$ cat config.mk
export PLATFORM = sky130hd
export DESIGN_NAME = alu_result_capture
export DESIGN_NICKNAME = d
export VERILOG_FILES = /design/src/rtl/alu_result_capture.sv
export SDC_FILE = /design/constraint.sdc
export NUM_CORES = 1
export LEC_CHECK = 0
export ABC_AREA = 1
export CORE_ASPECT_RATIO = 1.25
export CORE_MARGIN = 2
export CORE_UTILIZATION = 41
export DETAILED_ROUTE_END_ITERATION = 10
export HOLD_SLACK_MARGIN = 0.03
export MAX_ROUTING_LAYER = met4
export PLACE_DENSITY_LB_ADDON = 0.05
export SLEW_MARGIN = 20
export SYNTH_ARGS = -nofsm -noshare
export SYNTH_HDL_FRONTEND = slang
export SYNTH_SLANG_ARGS = --single-unit
$ cat constraint.sdc
create_clock -name clock -period 1.7 [get_ports clock]
set_input_delay 0.34 -clock clock [delete_from_list [all_inputs] [get_ports clock]]
set_output_delay 0.34 -clock clock [all_outputs]
set_load 0.02 [all_outputs]
$ cat src/rtl/alu_result_capture.sv
// ALU result capture: derives Z/N/C/V per transaction and buffers
// result+flags in a FWFT FIFO; optional checker via ALU_CAPTURE_CHECK_EN.
//
// Ports: clock, reset_n (async low), clear (sync flush)
//   in_valid/in_ready, in_op, in_a, in_b, in_result : capture side
//   out_valid/out_ready, out_result, out_flags      : reader side
//   count, mismatch, mismatch_count                 : status
module alu_result_capture #(
  parameter int WIDTH = 4,
  parameter int DEPTH = 4
) (
  input  logic                   clock,
  input  logic                   reset_n,
  input  logic                   clear,
  input  logic                   in_valid,
  output logic                   in_ready,
  input  logic [3:0]             in_op,
  input  logic [WIDTH-1:0]       in_a,
  input  logic [WIDTH-1:0]       in_b,
  input  logic [WIDTH-1:0]       in_result,
  output logic                   out_valid,
  input  logic                   out_ready,
  output logic [WIDTH-1:0]       out_result,
  output logic [3:0]             out_flags,
  output logic [$clog2(DEPTH):0] count,
  output logic                   mismatch,
  output logic [7:0]             mismatch_count
);

  localparam int AW = $clog2(DEPTH);
  localparam int CW = AW + 1;
  localparam logic [3:0] OP_ADD = 4'b0001;
  localparam logic [3:0] OP_SUB = 4'b0010;

  typedef struct packed {
    logic [WIDTH-1:0] result;
    logic [3:0]       flags;
  } entry_t;

  entry_t        mem [DEPTH];
  entry_t        head;
  logic [AW-1:0] wr_ptr;
  logic [AW-1:0] rd_ptr;
  logic          push;
  logic          pop;
  logic          is_add;
  logic          is_sub;
  logic          a_msb;
  logic          b_msb;
  logic          r_msb;
  logic          c_flag;
  logic          v_flag;
  logic [3:0]    flags;

  assign in_ready  = count < CW'(DEPTH);
  assign out_valid = count != '0;
  assign push      = in_valid && in_ready;
  assign pop       = out_valid && out_ready;

  assign is_add = in_op == OP_ADD;
  assign is_sub = in_op == OP_SUB;
  assign a_msb  = in_a[WIDTH-1];
  assign b_msb  = in_b[WIDTH-1];
  assign r_msb  = in_result[WIDTH-1];

  // a+b carries out exactly when a exceeds the complement of b
  always_comb begin
    c_flag = 1'b0;
    v_flag = 1'b0;
    unique case (1'b1)
      is_add: begin
        c_flag = in_a > ~in_b;
        v_flag = (a_msb == b_msb) && (r_msb != a_msb);
      end
      is_sub: begin
        c_flag = in_a < in_b;
        v_flag = (a_msb != b_msb) && (r_msb != a_msb);
      end
      default: ;
    endcase
  end

  assign flags = {in_result == '0, r_msb, c_flag, v_flag};

  // storage is intentionally not reset
  always_ff @(posedge clock) begin
    if (push && !clear) begin
      mem[wr_ptr] <= '{result: in_result, flags: flags};
    end
  end

  assign head       = mem[rd_ptr];
  assign out_result = head.result;
  assign out_flags  = head.flags;

  always_ff @(posedge clock or negedge reset_n) begin
    if (!reset_n) begin
      wr_ptr <= '0;
      rd_ptr <= '0;
      count  <= '0;
    end else if (clear) begin
      wr_ptr <= '0;
      rd_ptr <= '0;
      count  <= '0;
    end else begin
      if (push) wr_ptr <= wr_ptr + 1'b1;
      if (pop)  rd_ptr <= rd_ptr + 1'b1;
      unique case ({push, pop})
        2'b10:   count <= count + 1'b1;
        2'b01:   count <= count - 1'b1;
        default: ;
      endcase
    end
  end

`ifdef ALU_CAPTURE_CHECK_EN
  logic [WIDTH-1:0] expected;
  logic             bad;

  assign expected = is_add ? in_a + in_b : in_a - in_b;
  assign bad = push && (is_add || is_sub) && (in_result != expected);

  always_ff @(posedge clock or negedge reset_n) begin
    if (!reset_n) begin
      mismatch       <= 1'b0;
      mismatch_count <= '0;
    end else if (clear) begin
      mismatch       <= 1'b0;
      mismatch_count <= '0;
    end else if (bad) begin
      mismatch <= 1'b1;
      if (mismatch_count != 8'hFF) begin
        mismatch_count <= mismatch_count + 1'b1;
      end
    end
  end
`else
  assign mismatch       = 1'b0;
  assign mismatch_count = '0;
`endif

endmodule

==> results.tsv, run 1 <==
metric	value	unit
cts_root_buf	clkbuf_8	
antenna_cells	0	
p_int	2.018	mW
p_comb_share	41.0	%
r2r_setup_slack	0.13	ns
seqPwrFrac	35.8	%
synth_seq_cells	35	
n_fill_cell	398	
overflow	0	
first_iter_violations	35	
fmax	0.5920	GHz
period_minus_slack	1.689	ns
numCtsBuffers	5	
cts_buffer_depth	2	
synth-async-reset-ratio	20.00	%
clk_latency	0.28	ns
drive_gt1_share	25.63	%
initial_core_util	42.25	%
swShare	35.64	%
port_buffers	33	
avgViaCountPerCell	4.652	
die_h	79.22	um
power.total	3.135	mW
outcome	completed	
hold_viol_final	0	
fp-row-count	27	
leakagePower	1.090	nW
pin_count	43	
start_kind	register	
cts_tree	built	
cp.arrival	1.35	ns
critical_path_required	1.36	ns
seq_area_frac_synth	54.75	%
ys_types	29	
peakVddDrop	659.5	uV
synth_largest_area_cell	edfxtp_1	
synth-edff-count	28	
yosys_warnings	0	
cap_violations	0	
worstSetupPathType	reg2out	
syn_area	0.001856	sq mm
worstReg2RegStart	count[1]$_DFFE_PN0P_	
clock_skew	0.006861	ns
dieArea	0.005083	sq mm
htreeDepth	2	
crit_path_max_fanout	4	
core-area	0.004392	sq mm
nNetsFinal	271	
die_w	64.17	um
syn_area_per_cell	10.42	sq um
first_pass_iters	4	
utilization	57.07	%
min_path_type	in2async	
routed-via-count	1377	
crit_path_end_kind	output port	
ant_nets	0	
hpwl	2.768	mm
routedWlPerCell	12.04	um
cts_num_sinks	35	
grt_pass1_wl	5.658	mm
setup_viol	0	
area_delta_synth_final	35.06	%
clk_pin_slew	0.07	ns
ff2ff_path_depth	8	
antenna_found_initial	0	
routabilityCongestion	0.7690	
cellPowerDensity	1251	mW/mm^2
grt_max_degree	16	
rsz0062_at_grt	yes	
first_global_vias	1313	
drc	0	
min_period_over_period	99.36	%
synth_top_area_share	45.31	%
power_frac_clock	23.2	%
rr_endpoint	count[2]$_DFFE_PN0P_	
grt_use_total	15.23	%
yosys-top-cells-area	edfxtp_1, dfrtp_1, ha_1, nor2_1, inv_1	
syn_inst	178	
yosys_most_used_dff	edfxtp_1	
totalWireLength	3.563	mm
p_sw	1.117	mW
drv_slew	0	
[metal layers]
metal  track usage (%)  up-vias  part of all wire [%]
met5                 -        -                     0
met4             5.745        0                   1.9
met3             4.533        7                   4.9
met2             27.40       35                    53
met1             15.54      634                    40
li1                  -      701                     -
[cell families after synthesis]
| kind of cell | synth area share [%] |
|---|---|
| other | 0.2021 |
| buffers and inverters | 9.440 |
| XOR/XNOR | 0.4721 |
| adder cells (fa/ha/maj) | 9.170 |
| AO/OA/AOI/OAI | 9.913 |
| AND/OR/NAND/NOR | 16.05 |
| flip-flops | 54.75 |
[flip-flops by register name (all words and copies together) (netlist names)]
| register | flops |
|---|---|
| count | 3 |
| rd_ptr | 2 |
| mem | 28 |
| wr_ptr | 2 |
[worst max path at each step]
stage | startpoint | endpoint | cells after the start
after floorplan | count[2]$_DFFE_PN0P_ | count[2]$_DFFE_PN0P_ | 8
after global placement | rd_ptr[0]$_DFFE_PN0P_ | out_flags[0] | 4
after detailed placement | rd_ptr[0]$_DFFE_PN0P_ | out_flags[0] | 4
after CTS | rd_ptr[0]$_DFFE_PN0P_ | out_flags[2] | 5
after global routing | rd_ptr[0]$_DFFE_PN0P_ | out_flags[2] | 5
final | rd_ptr[0]$_DFFE_PN0P_ | out_flags[2] | 5
[placed cells by master, fill, tap and decap left out, drive strengths merged, types with 7 or more instances in the layout]
cell,count
dfrtp,7
nor2,28
ha,12
clkdlybuf4s50,21
o22ai,7
nand2,19
buf,31
edfxtp,28
o21ai,21
inv,23
conb,9
[what timing repair did]
item	in CTS	in global routing
hold buffers	0	0
setup buffers	1	0
setup endpoints to repair	12	13
pin swaps	0	3
gates cloned	0	0
gates resized for setup	42	20
[power by group through the flow]
stage	Sequential, mW	Combinational [mW]	Clock, mW
6_report	1.12	1.29	0.727
5_1_grt	1.14	1.41	0.774
4_1_cts	1.12	1.24	0.749
3_5_place_dp	1.13	1.32	0
3_3_place_gp	1.13	1.30	0
2_1_floorplan	1.15	0.724	0
[Yosys cell counts (all sizes together) (2+ instances only)]
cell type  number
inv            24
edfxtp         28
ha             12
a21oi           4
nor2           28
o21ai          21
buf            12
nand2          19
nand4           2
o22ai           7
nand3           5
dfrtp           7
[per-stage QoR]
step | std cells | hold slack (ns) | setup slack [ns] | setup TNS, ns | area [sq um]
2_1_floorplan | 186 | 0.04441 | 0.01362 | 0 | 1892
3_3_place_gp | 287 | 0.5150 | -0.1628 | -2.980 | 2375
3_5_place_dp | 287 | 0.5385 | -0.1998 | -4.042 | 2375
4_1_cts | 296 | 0.3322 | -0.04939 | -0.1081 | 2462
5_1_grt | 296 | 0.3476 | -0.04083 | -0.1962 | 2506
6_report | 296 | 0.3273 | 0.01087 | 0 | 2506
[final cells by class]
type / count / area [sq um] / share of cell area [%]
clock buffer: 5 / 68.82 / 2.746
clock inverter: 3 / 43.79 / 1.747
inverter: 24 / 95.09 / 3.794
multi-input combinational: 115 / 715.7 / 28.56
sequential: 35 / 1018 / 40.64
tap: 58 / 72.57 / 2.896
timing repair buffer: 56 / 491.7 / 19.62
[critical path, stage by stage (launching register included)]
cell and delay (ns):
dfrtp_2 0.45, buf_6 0.13, buf_6 0.11, o21ai_2 0.11, o22ai_2 0.12, buf_6 0.14
Note: power is estimated with default switching activity, not from simulation.
==> run 2, diff against run 1 <==
- PLACE_DENSITY_LB_ADDON: 0.05 -> 0.25
==> results.tsv, run 2 (synthesis results as in run 1) <==
metric	value	unit
outcome	complete, but fails checks	
failed_checks	setup timing	
post-place-ws	-0.1957	ns
grt_pass1_wl	6.085	mm
clk_latency	0.28	ns
seqPwrFrac	36.0	%
first_iter_violations	47	
ant_nets	0	
antenna_found_initial	0	
cts_hold_buf	0	
power.total	3.112	mW
critical_path_required	1.36	ns
p_int	1.972	mW
ff2ff_path_depth	8	
p_comb_share	40.3	%
avgViaCountPerCell	4.747	
crit_path_end_kind	output port	
peakVddDrop	523.0	uV
cts_tree	built	
cp.depth	5	
clk_pin_slew	0.07	ns
worstSetupPathType	reg2out	
cellPowerDensity	1246	mW/mm^2
max_flop_register	mem	
clock_skew	0.005431	ns
critical-path-top-delay-family	flip-flops	
rsz0062_at_grt	yes	
drc	0	
slowest_delay	0.44	ns
largest_reg_flops	28	
slowest_stage	dfrtp_2	
dieArea	0.005083	sq mm
hold_viol_final	0	
fin_area	0.002499	sq mm
min_path_type	in2async	
crit_chain	buf_6 > buf_6 > o21ai_2 > o22ai_2 > buf_6	
power_frac_clock	23.7	%
critPathBufInv	3	
routedWlPerCell	12.82	um
setup_slack	-0.05051	ns
die_w	64.17	um
p_sw	1.140	mW
routed-via-count	1405	
drive_gt1_share	26.47	%
overflow	0	
nNetsFinal	271	
hpwl	2.754	mm
cts_buffer_depth	2	
totalWireLength	3.795	mm
fin_setup_tns	-0.05051	ns
biggestRegsByFlops	mem x28, count x3	
first_pass_iters	4	
pin_count	43	
first_global_vias	1320	
htreeDepth	2	
cts_num_sinks	35	
leakagePower	1.091	nW
port_buffers	33	
numCtsBuffers	5	
fp-row-count	27	
dpl_cell_area	0.002367	sq mm
die_h	79.22	um
core-area	0.004392	sq mm
drv_slew	0	
swShare	36.64	%
cp.arrival	1.41	ns
cts_root_buf	clkbuf_8	
min_period_over_period	103.0	%
mostFrequentLayoutCells	edfxtp_1, nor2_1, buf_4, inv_1, clkdlybuf4s50_1	
crit_path_max_fanout	7	
routabilityCongestion	0.7520	
cap_violations	0	
final_common_cell	edfxtp_1	
fmax	0.5713	GHz
initial_core_util	42.25	%
area_delta_synth_final	34.66	%
grt_use_total	16.30	%
antenna_cells	0	
period_minus_slack	1.751	ns
critical_path.most_common_cell	buf_6	
grt_max_degree	16	
start_kind	register	
setup_viol	1	
run 2: cell count changes in the layout (fill, tap and decap cells not counted):
| cell | previous run | this run |
|---|---|---|
| a21oi_1 | 4 | 3 |
| o22ai_1 | 6 | 5 |
| o21ai_0 | 8 | 11 |
| buf_6 | 4 | 3 |
| o21ai_1 | 11 | 8 |
| dlygate4sd2_1 | 3 | 4 |
| o22ai_2 | 1 | 2 |
| buf_2 | 2 | 7 |
| buf_4 | 25 | 21 |
| clkdlybuf4s50_1 | 21 | 20 |
| a21oi_2 | 0 | 1 |
run 2: power by group through the flow:
stage               logic, mW  clock network [mW]  registers [mW]
CTS                      1.23               0.757            1.11
global placement         1.29                   0            1.13
global route             1.38               0.800            1.13
floorplan               0.724                   0            1.15
finish                   1.25               0.737            1.12
detailed placement       1.30                   0            1.13
run 2: final timing paths:
| path | startpoint | slack (ns) | to |
|---|---|---|---|
| min in group clock | wr_ptr[1]$_DFFE_PN0P_ | 0.55 | wr_ptr[1]$_DFFE_PN0P_ |
| max in group asynchronous | reset_n | 1.11 | rd_ptr[0]$_DFFE_PN0P_ |
| worst min-delay path | reset_n | 0.32 | wr_ptr[0]$_DFFE_PN0P_ |
| worst min register to register | wr_ptr[1]$_DFFE_PN0P_ | 0.55 | wr_ptr[1]$_DFFE_PN0P_ |
| worst max-delay path | rd_ptr[0]$_DFFE_PN0P_ | -0.05 | out_flags[1] |
| worst max register to register | count[1]$_DFFE_PN0P_ | 0.12 | count[2]$_DFFE_PN0P_ |
run 2: metal layers:
metal | vias to the layer above | share of wire [%] | track usage, % | wire, um
met5 | - | 0 | - | 0
met4 | 0 | 1.5 | 7.021 | 58
met3 | 6 | 4.3 | 3.258 | 165
met2 | 40 | 52 | 25.83 | 1982
met1 | 656 | 42 | 20.39 | 1589
li1 | 703 | - | - | -
run 2: final cells by class:
type	count	area, sq um
clock buffer	5	68.82
clock inverter	3	43.79
fill	393	1893
inverter	24	95.09
multi-input combinational	115	725.7
sequential	35	1018
tap	58	72.57
timing repair buffer	56	474.2
run 2: through the flow:
step / cells / hold slack, ns / util, %
detailed placement: 286 / 0.5303 / 53.90
CTS: 295 / 0.3229 / 56.10
finish: 296 / 0.3220 / 56.89
global route: 296 / 0.3469 / 56.89
floorplan: 186 / 0.04441 / -
global placement: 286 / 0.5249 / 53.90
run 2: what timing repair did:
item | 4_1_cts | 5_1_grt
gates resized for setup | 39 | 17
buffers inserted | 1 | 0
setup endpoints to repair | 12 | 17
gates cloned | 0 | 1
pin swaps | 0 | 3
==> variant 1: new RTL, config.mk and constraints of run 1 <==
The parameter `DEPTH` goes from 4 to 2.
--- a/src/rtl/alu_result_capture.sv
+++ b/src/rtl/alu_result_capture.sv
@@ -7,7 +7,7 @@
 //   count, mismatch, mismatch_count                 : status
 module alu_result_capture #(
   parameter int WIDTH = 4,
-  parameter int DEPTH = 4
+  parameter int DEPTH = 2
 ) (
   input  logic                   clock,
   input  logic                   reset_n,
Ports: changed (resized count); port bits go from 43 to 42. No check against the original RTL was run, so the function may have changed too.
==> variant 1 against run 1 <==
  * Power decreased by 63%
  * Clock skew decreased by 0.0048 ns
  * Area after synthesis decreased by 42%
  * Setup slack improved by 0.068 ns
  * Sequential cell count decreased by 17
  * Routed wire length decreased by 45%
  * Synthesized cell count decreased by 32%
  * Highest routed layer unchanged
  * Cell area decreased by 41%
  * Count of clock-buffer cells in the layout decreased by 2
  * Cell count decreased by 34%
  * Combinational power decreased by 68%
  * Sequential power decreased by 52%
  * Clock power decreased by 72%
==> variant 1: results (changes against run 1) <==
| Metric | Value |
|---|---|
| Status | `completed` |
| Area contributors post-synth | `edfxtp_1 (39%), nand2_1 (12%), dfrtp_1 (9.3%), ha_1 (9.3%), buf_4 (7.0%)` |
| Post-synth ARST share | `22.2% (+2.2 points)` |
| DRT iter0 DRCs | `17 (-51%)` |
| Synth cell types | `23 (-21%)` |
| Cell at the root of the clock tree | `clkbuf_4` |
| DRC viols | `0 (unchanged)` |
| EDFF count, synth | `14 (-50%)` |
| # diodes | `0 (unchanged)` |
| Gate Count Post-Synth | `121 (-32%)` |
| Top flop regs | `mem (14), count (2)` |
| Gr usage total | `14.5% (-0.71 points)` |
| Via-per-instance ratio | `4.55 (-2.2%)` |
| CP max FO | `5 (+1)` |
| Initial DRT Pass Iterations | `4 (unchanged)` |
| Cells after DPL | `191 (-33%)` |
| Reg clk slew, reported paths | `0.09 ns (+0.02 ns)` |
| DP HPWL | `1.64 mm (-41%)` |
| Register area share after synthesis | `48.5% (-6.2 points)` |
| Commonest cells in the netlist | `nand2_1 (35), edfxtp_1 (14), nor2_1 (11), buf_4 (10), inv_1 (9)` |
| Clk_lat worst skew | `0.28 ns (about the same)` |
| Share of cells above drive strength 1 | `15.3% (-10 points)` |
| Largest net degree at the start of global routing | `11 (-5)` |
| Clock Skews | `0.00205 ns (-0.00481 ns)` |
| Fin cells | `196 (-34%)` |
| Crit path DAT | `1.28 ns (-0.07 ns)` |
| Hold WC Path Type | `in2async` |
| First-pass GRT wire length | `3.22 mm (-43%)` |
| IO Port Bufs | `32 (-3.0%)` |
| Primary FF master, synth | `edfxtp_1` |
| Yosys Warn Count | `0 (unchanged)` |
| Clock Path Buffers | `2 (unchanged)` |
| H-Tree Depth | `1 (-1)` |
| Lkg Pwr | `0.716 nW (-34%)` |
| Drt wl/cell | `10.1 um (-16%)` |
| Number of global-route vias before repair | `817 (-38%)` |
| Maximum vdd ir drop | `0.000356 V (-46%)` |
| Gpl congestion | `0.758 (-1.5%)` |
| CTS Buf Count | `3 (-2)` |
| Antenna violations before repair | `0 (unchanged)` |
-- variant 1: changes by cell type after synthesis, sizes merged, moves of 3 or more --
cell	delta
nand2	+19
edfxtp	-14
inv	-11
o22ai	-6
ha	-4
o21ai	-18
dfrtp	-3
nor2	-17
-- variant 1: area by class of cell --
class | instances | area (um^2)
Timing Repair Buffer | 41 | 383
Fill cell | 240 | 963
Clock inverter | 1 | 3.75
Sequential cell | 18 | 522
Multi-Input combinational cell | 86 | 460
Inverter | 14 | 56.3
Clock buffer | 3 | 22.5
Tap cell | 33 | 41.3
-- variant 1: power by group --
part	leakage (nW)	switching, W	internal (W)	total [W]
clock network	0.0154	0.000120	0.0000851	0.000205
logic	0.518	0.000240	0.000176	0.000416
registers	0.182	0.0000238	0.000511	0.000535
total	0.716	0.000384	0.000772	0.00116
-- variant 1: per-layer routing --
| metal | wire length (um) | track usage [%] |
|---|---|---|
| met2 | 1150 | 27.8 |
| met5 | 0 | - |
| met1 | 719 | 14.3 |
| met4 | 27 | 9.52 |
| met3 | 74 | 0.971 |
-- variant 1: cells by family after synthesis --
| group | after synthesis | share of synthesized area, % |
|---|---|---|
| AND/OR/NAND/NOR | 59 | 23.9 |
| buffers and inverters | 25 | 12.5 |
| flip-flops | 18 | 48.5 |
| AO/OA/AOI/OAI | 9 | 4.55 |
| adder cells (fa/ha/maj) | 8 | 9.34 |
| XOR/XNOR | 1 | 0.817 |
| other | 1 | 0.350 |
-- variant 1: path summary, 6_finish.rpt --
path | from | endpoint | slack (ns) | depth (start not counted)
setup reg to reg | count[1] | mem[0][0] | 0.42 | 6
max in group asynchronous | reset_n | rd_ptr | 1.28 | 1
hold / removal | reset_n | count[0] | 0.24 | 1
min in group clock | wr_ptr | wr_ptr | 0.51 | 1
hold reg to reg | wr_ptr | wr_ptr | 0.51 | 1
setup / recovery | rd_ptr | out_flags[3] | 0.08 | 4
-- variant 1: metrics by stage --
step	hold slack (ns)	setup TNS (ns)	worst slack, ns	instance area (um^2)
floorplan	0.0444	0	0.167	1100
global placement	0.477	-0.378	-0.189	1440
detailed placement	0.495	-0.475	-0.238	1440
CTS	0.236	0	0.00119	1460
global route	0.250	0	0.00565	1490
finish	0.243	0	0.0793	1490
-- variant 1: what timing repair did --
item / 4_1_cts / 5_1_grt
setup endpoints to repair: 11 / 11
hold buffers: 0 / 0
gates resized for setup: 16 / 9
buffers inserted: 0 / 1
-- variant 1: worst max-delay path: stages, from the launching register on --
cell and delay [ns]:
dfrtp_2 0.45, buf_4 0.17, nand2_1 0.06, nand2_1 0.05, clkdlybuf4s15_1 0.27
==> variant 2: new RTL, settings of run 1 <==
Without the edit above. Register the output `out_flags`, with the module's reset; this adds one clock of latency there. The other outputs are not delayed to match.
--- a/src/rtl/alu_result_capture.sv
+++ b/src/rtl/alu_result_capture.sv
@@ -91,7 +91,13 @@
 
   assign head       = mem[rd_ptr];
   assign out_result = head.result;
-  assign out_flags  = head.flags;
+  always_ff @(posedge clock or negedge reset_n) begin
+    if (!reset_n) begin
+      out_flags <= '0;
+    end else begin
+      out_flags <= head.flags;
+    end
+  end
 
   always_ff @(posedge clock or negedge reset_n) begin
     if (!reset_n) begin
Behaviour: not the same (a bounded check fails within 4 cycles, from zero or initial values and one cycle with reset_n low).
==> variant 2 against run 1 <==
  * Power about the same
  * Area after synthesis grew 6.6%
  * Non-clock buffer count rose by 1
  * Setup slack gained 0.024 ns
  * Cell count rose by 2.4%
  * Routed wire length grew 9.8%
  * Sequential cell count rose by 4
  * Hold slack gained 0.053 ns
  * Cell area rose by 3.2%
  * Highest routed layer unchanged
==> variant 2: results (changes against run 1) <==
| Metric | Value |
|---|---|
| Cell Area, Placed | `2490 um^2 (+4.7%)` |
| Crit path DAT | `1.33 ns (-0.02 ns)` |
| CP max FO | `5 (+1)` |
| Area contributors post-synth | `edfxtp_1 (43%), dfrtp_1 (14%), ha_1 (7.6%), buf_4 (4.9%), nor2_1 (4.6%)` |
| Lkg Pwr | `1.12 nW (+3.1%)` |
| Gpl congestion | `0.776 (+0.94%)` |
| First-pass GRT wire length | `6.37 mm (+13%)` |
| Adder-cell area share of the yosys netlist | `8.60% (-0.57 points)` |
| Post-synth ARST share | `28.2% (+8.2 points)` |
| Clock Path Buffers | `2 (unchanged)` |
| Maximum vdd ir drop | `0.000354 V (-46%)` |
| Setup bufs post-CTS | `0 (-1)` |
| Gr usage total | `16.4% (+1.1 points)` |
| Number of global-route vias before repair | `1471 (+12%)` |
| Register area share after synthesis | `56.4% (+1.7 points)` |
| Largest net degree at the start of global routing | `12 (-4)` |
| Sw frac | `36.4% (+0.77 points)` |
| Commonest cells in the netlist | `edfxtp_1 (28), nor2_1 (24), inv_1 (21), nand2_1 (14)` |
| DRT iter0 DRCs | `76 (+120%)` |
| Top flop regs | `mem (28), out_flags (4), count (3)` |
| DP HPWL | `2.99 mm (+7.9%)` |
| Share of cells above drive strength 1 | `23.0% (-2.6 points)` |
| Status | `completed` |
| Yosys Warn Count | `0 (unchanged)` |
| Vias | `1416 (+2.8%)` |
| Clock Skews | `0.0112 ns (+0.00431 ns)` |
| Final #Nets | `276 (+1.8%)` |
| XOR/XNOR Fraction of Synth Area | `0.443% (-0.029 points)` |
| Drt wl/cell | `12.9 um (+7.3%)` |
| Synth Area in Compound Gates | `9.30% (-0.61 points)` |
[variant 2: changes by cell type in the layout (fill, tap and decap cells not counted), moves of 2 or more]
cell and delta:
clkinv_4 -2, clkbuf_1 +2, o21ai_0 +2, o21ai_1 -3, clkdlybuf4s50_1 +3, buf_6 -4
dfrtp_1 +4, nor2_1 +2, nor2_2 -2
[variant 2: cell type report]
| class | instances | area, um^2 |
|---|---|---|
| tap | 60 | 75.1 |
| clock buffer | 7 | 76.3 |
| timing repair buffer | 57 | 490 |
| multi-input combinational | 115 | 727 |
| clock inverter | 1 | 5.00 |
| sequential | 39 | 1120 |
| fill | 440 | 2110 |
| inverter | 24 | 95.1 |
[variant 2: final timing paths]
check	from	end	slack, ns
worst max-delay path	rd_ptr[0]	out_result[3]	0.03
worst min-delay path	reset_n	count[1]	0.38
worst max register to register	count[1]	count[2]	0.12
worst min register to register	mem[0][3]	out_flags[3]	0.52
max in group asynchronous	reset_n	rd_ptr[1]	0.94
min in group clock	mem[0][3]	out_flags[3]	0.52
[variant 2: cells by family (layout without fill, tap and decap cells)]
logic type	count (synthesis)	count (layout)
buf+inv	39	89
other cells	1	9
simple gates	58	58
compound gates	34	34
xor+xnor	1	1
fa+ha+maj	13	13
flops	39	39
[variant 2: per-stage QoR]
step	cells	setup slack, ns	power [W]	hold slack [ns]	utilization (%)
final	303	0.0349	0.00314	0.380	55.1
after global routing	303	-0.0244	0.00334	0.423	55.1
after CTS	303	0.00273	0.00314	0.398	54.3
after detailed placement	295	-0.221	0.00262	0.501	53.0
after global placement	295	-0.146	0.00257	0.498	53.0
after floorplan	193	0.0136	0.00206	0.0444	-
[variant 2: metal layers]
metal | GRT usage (%) | part of all wire (%)
met2 | 28.9 | 53
met5 | - | 0
met1 | 18.1 | 41
met3 | 2.60 | 4.2
met4 | 7.35 | 2.3
[variant 2: timing repair]
item / 4_1_cts / 5_1_grt
endpoints found under the setup margin: 8 / 9
resized for setup: 25 / 11
pin swaps: 0 / 1
gates cloned: 0 / 0
[variant 2: power groups by stage]
| stage | combinational [W] | clock, W | sequential [W] |
|---|---|---|---|
| 6_report | 0.00127 | 0.000590 | 0.00127 |
| 3_5_place_dp | 0.00133 | 0 | 0.00129 |
| 3_3_place_gp | 0.00129 | 0 | 0.00128 |
| 4_1_cts | 0.00127 | 0.000605 | 0.00127 |
| 5_1_grt | 0.00140 | 0.000648 | 0.00129 |
| 2_1_floorplan | 0.000701 | 0 | 0.00136 |
[variant 2: worst max-delay path: stages, from the launching register on]
cell and delay, ns:
dfrtp_2 0.46, buf_4 0.16, nor2_1 0.13, o22ai_2 0.11, buf_4 0.17
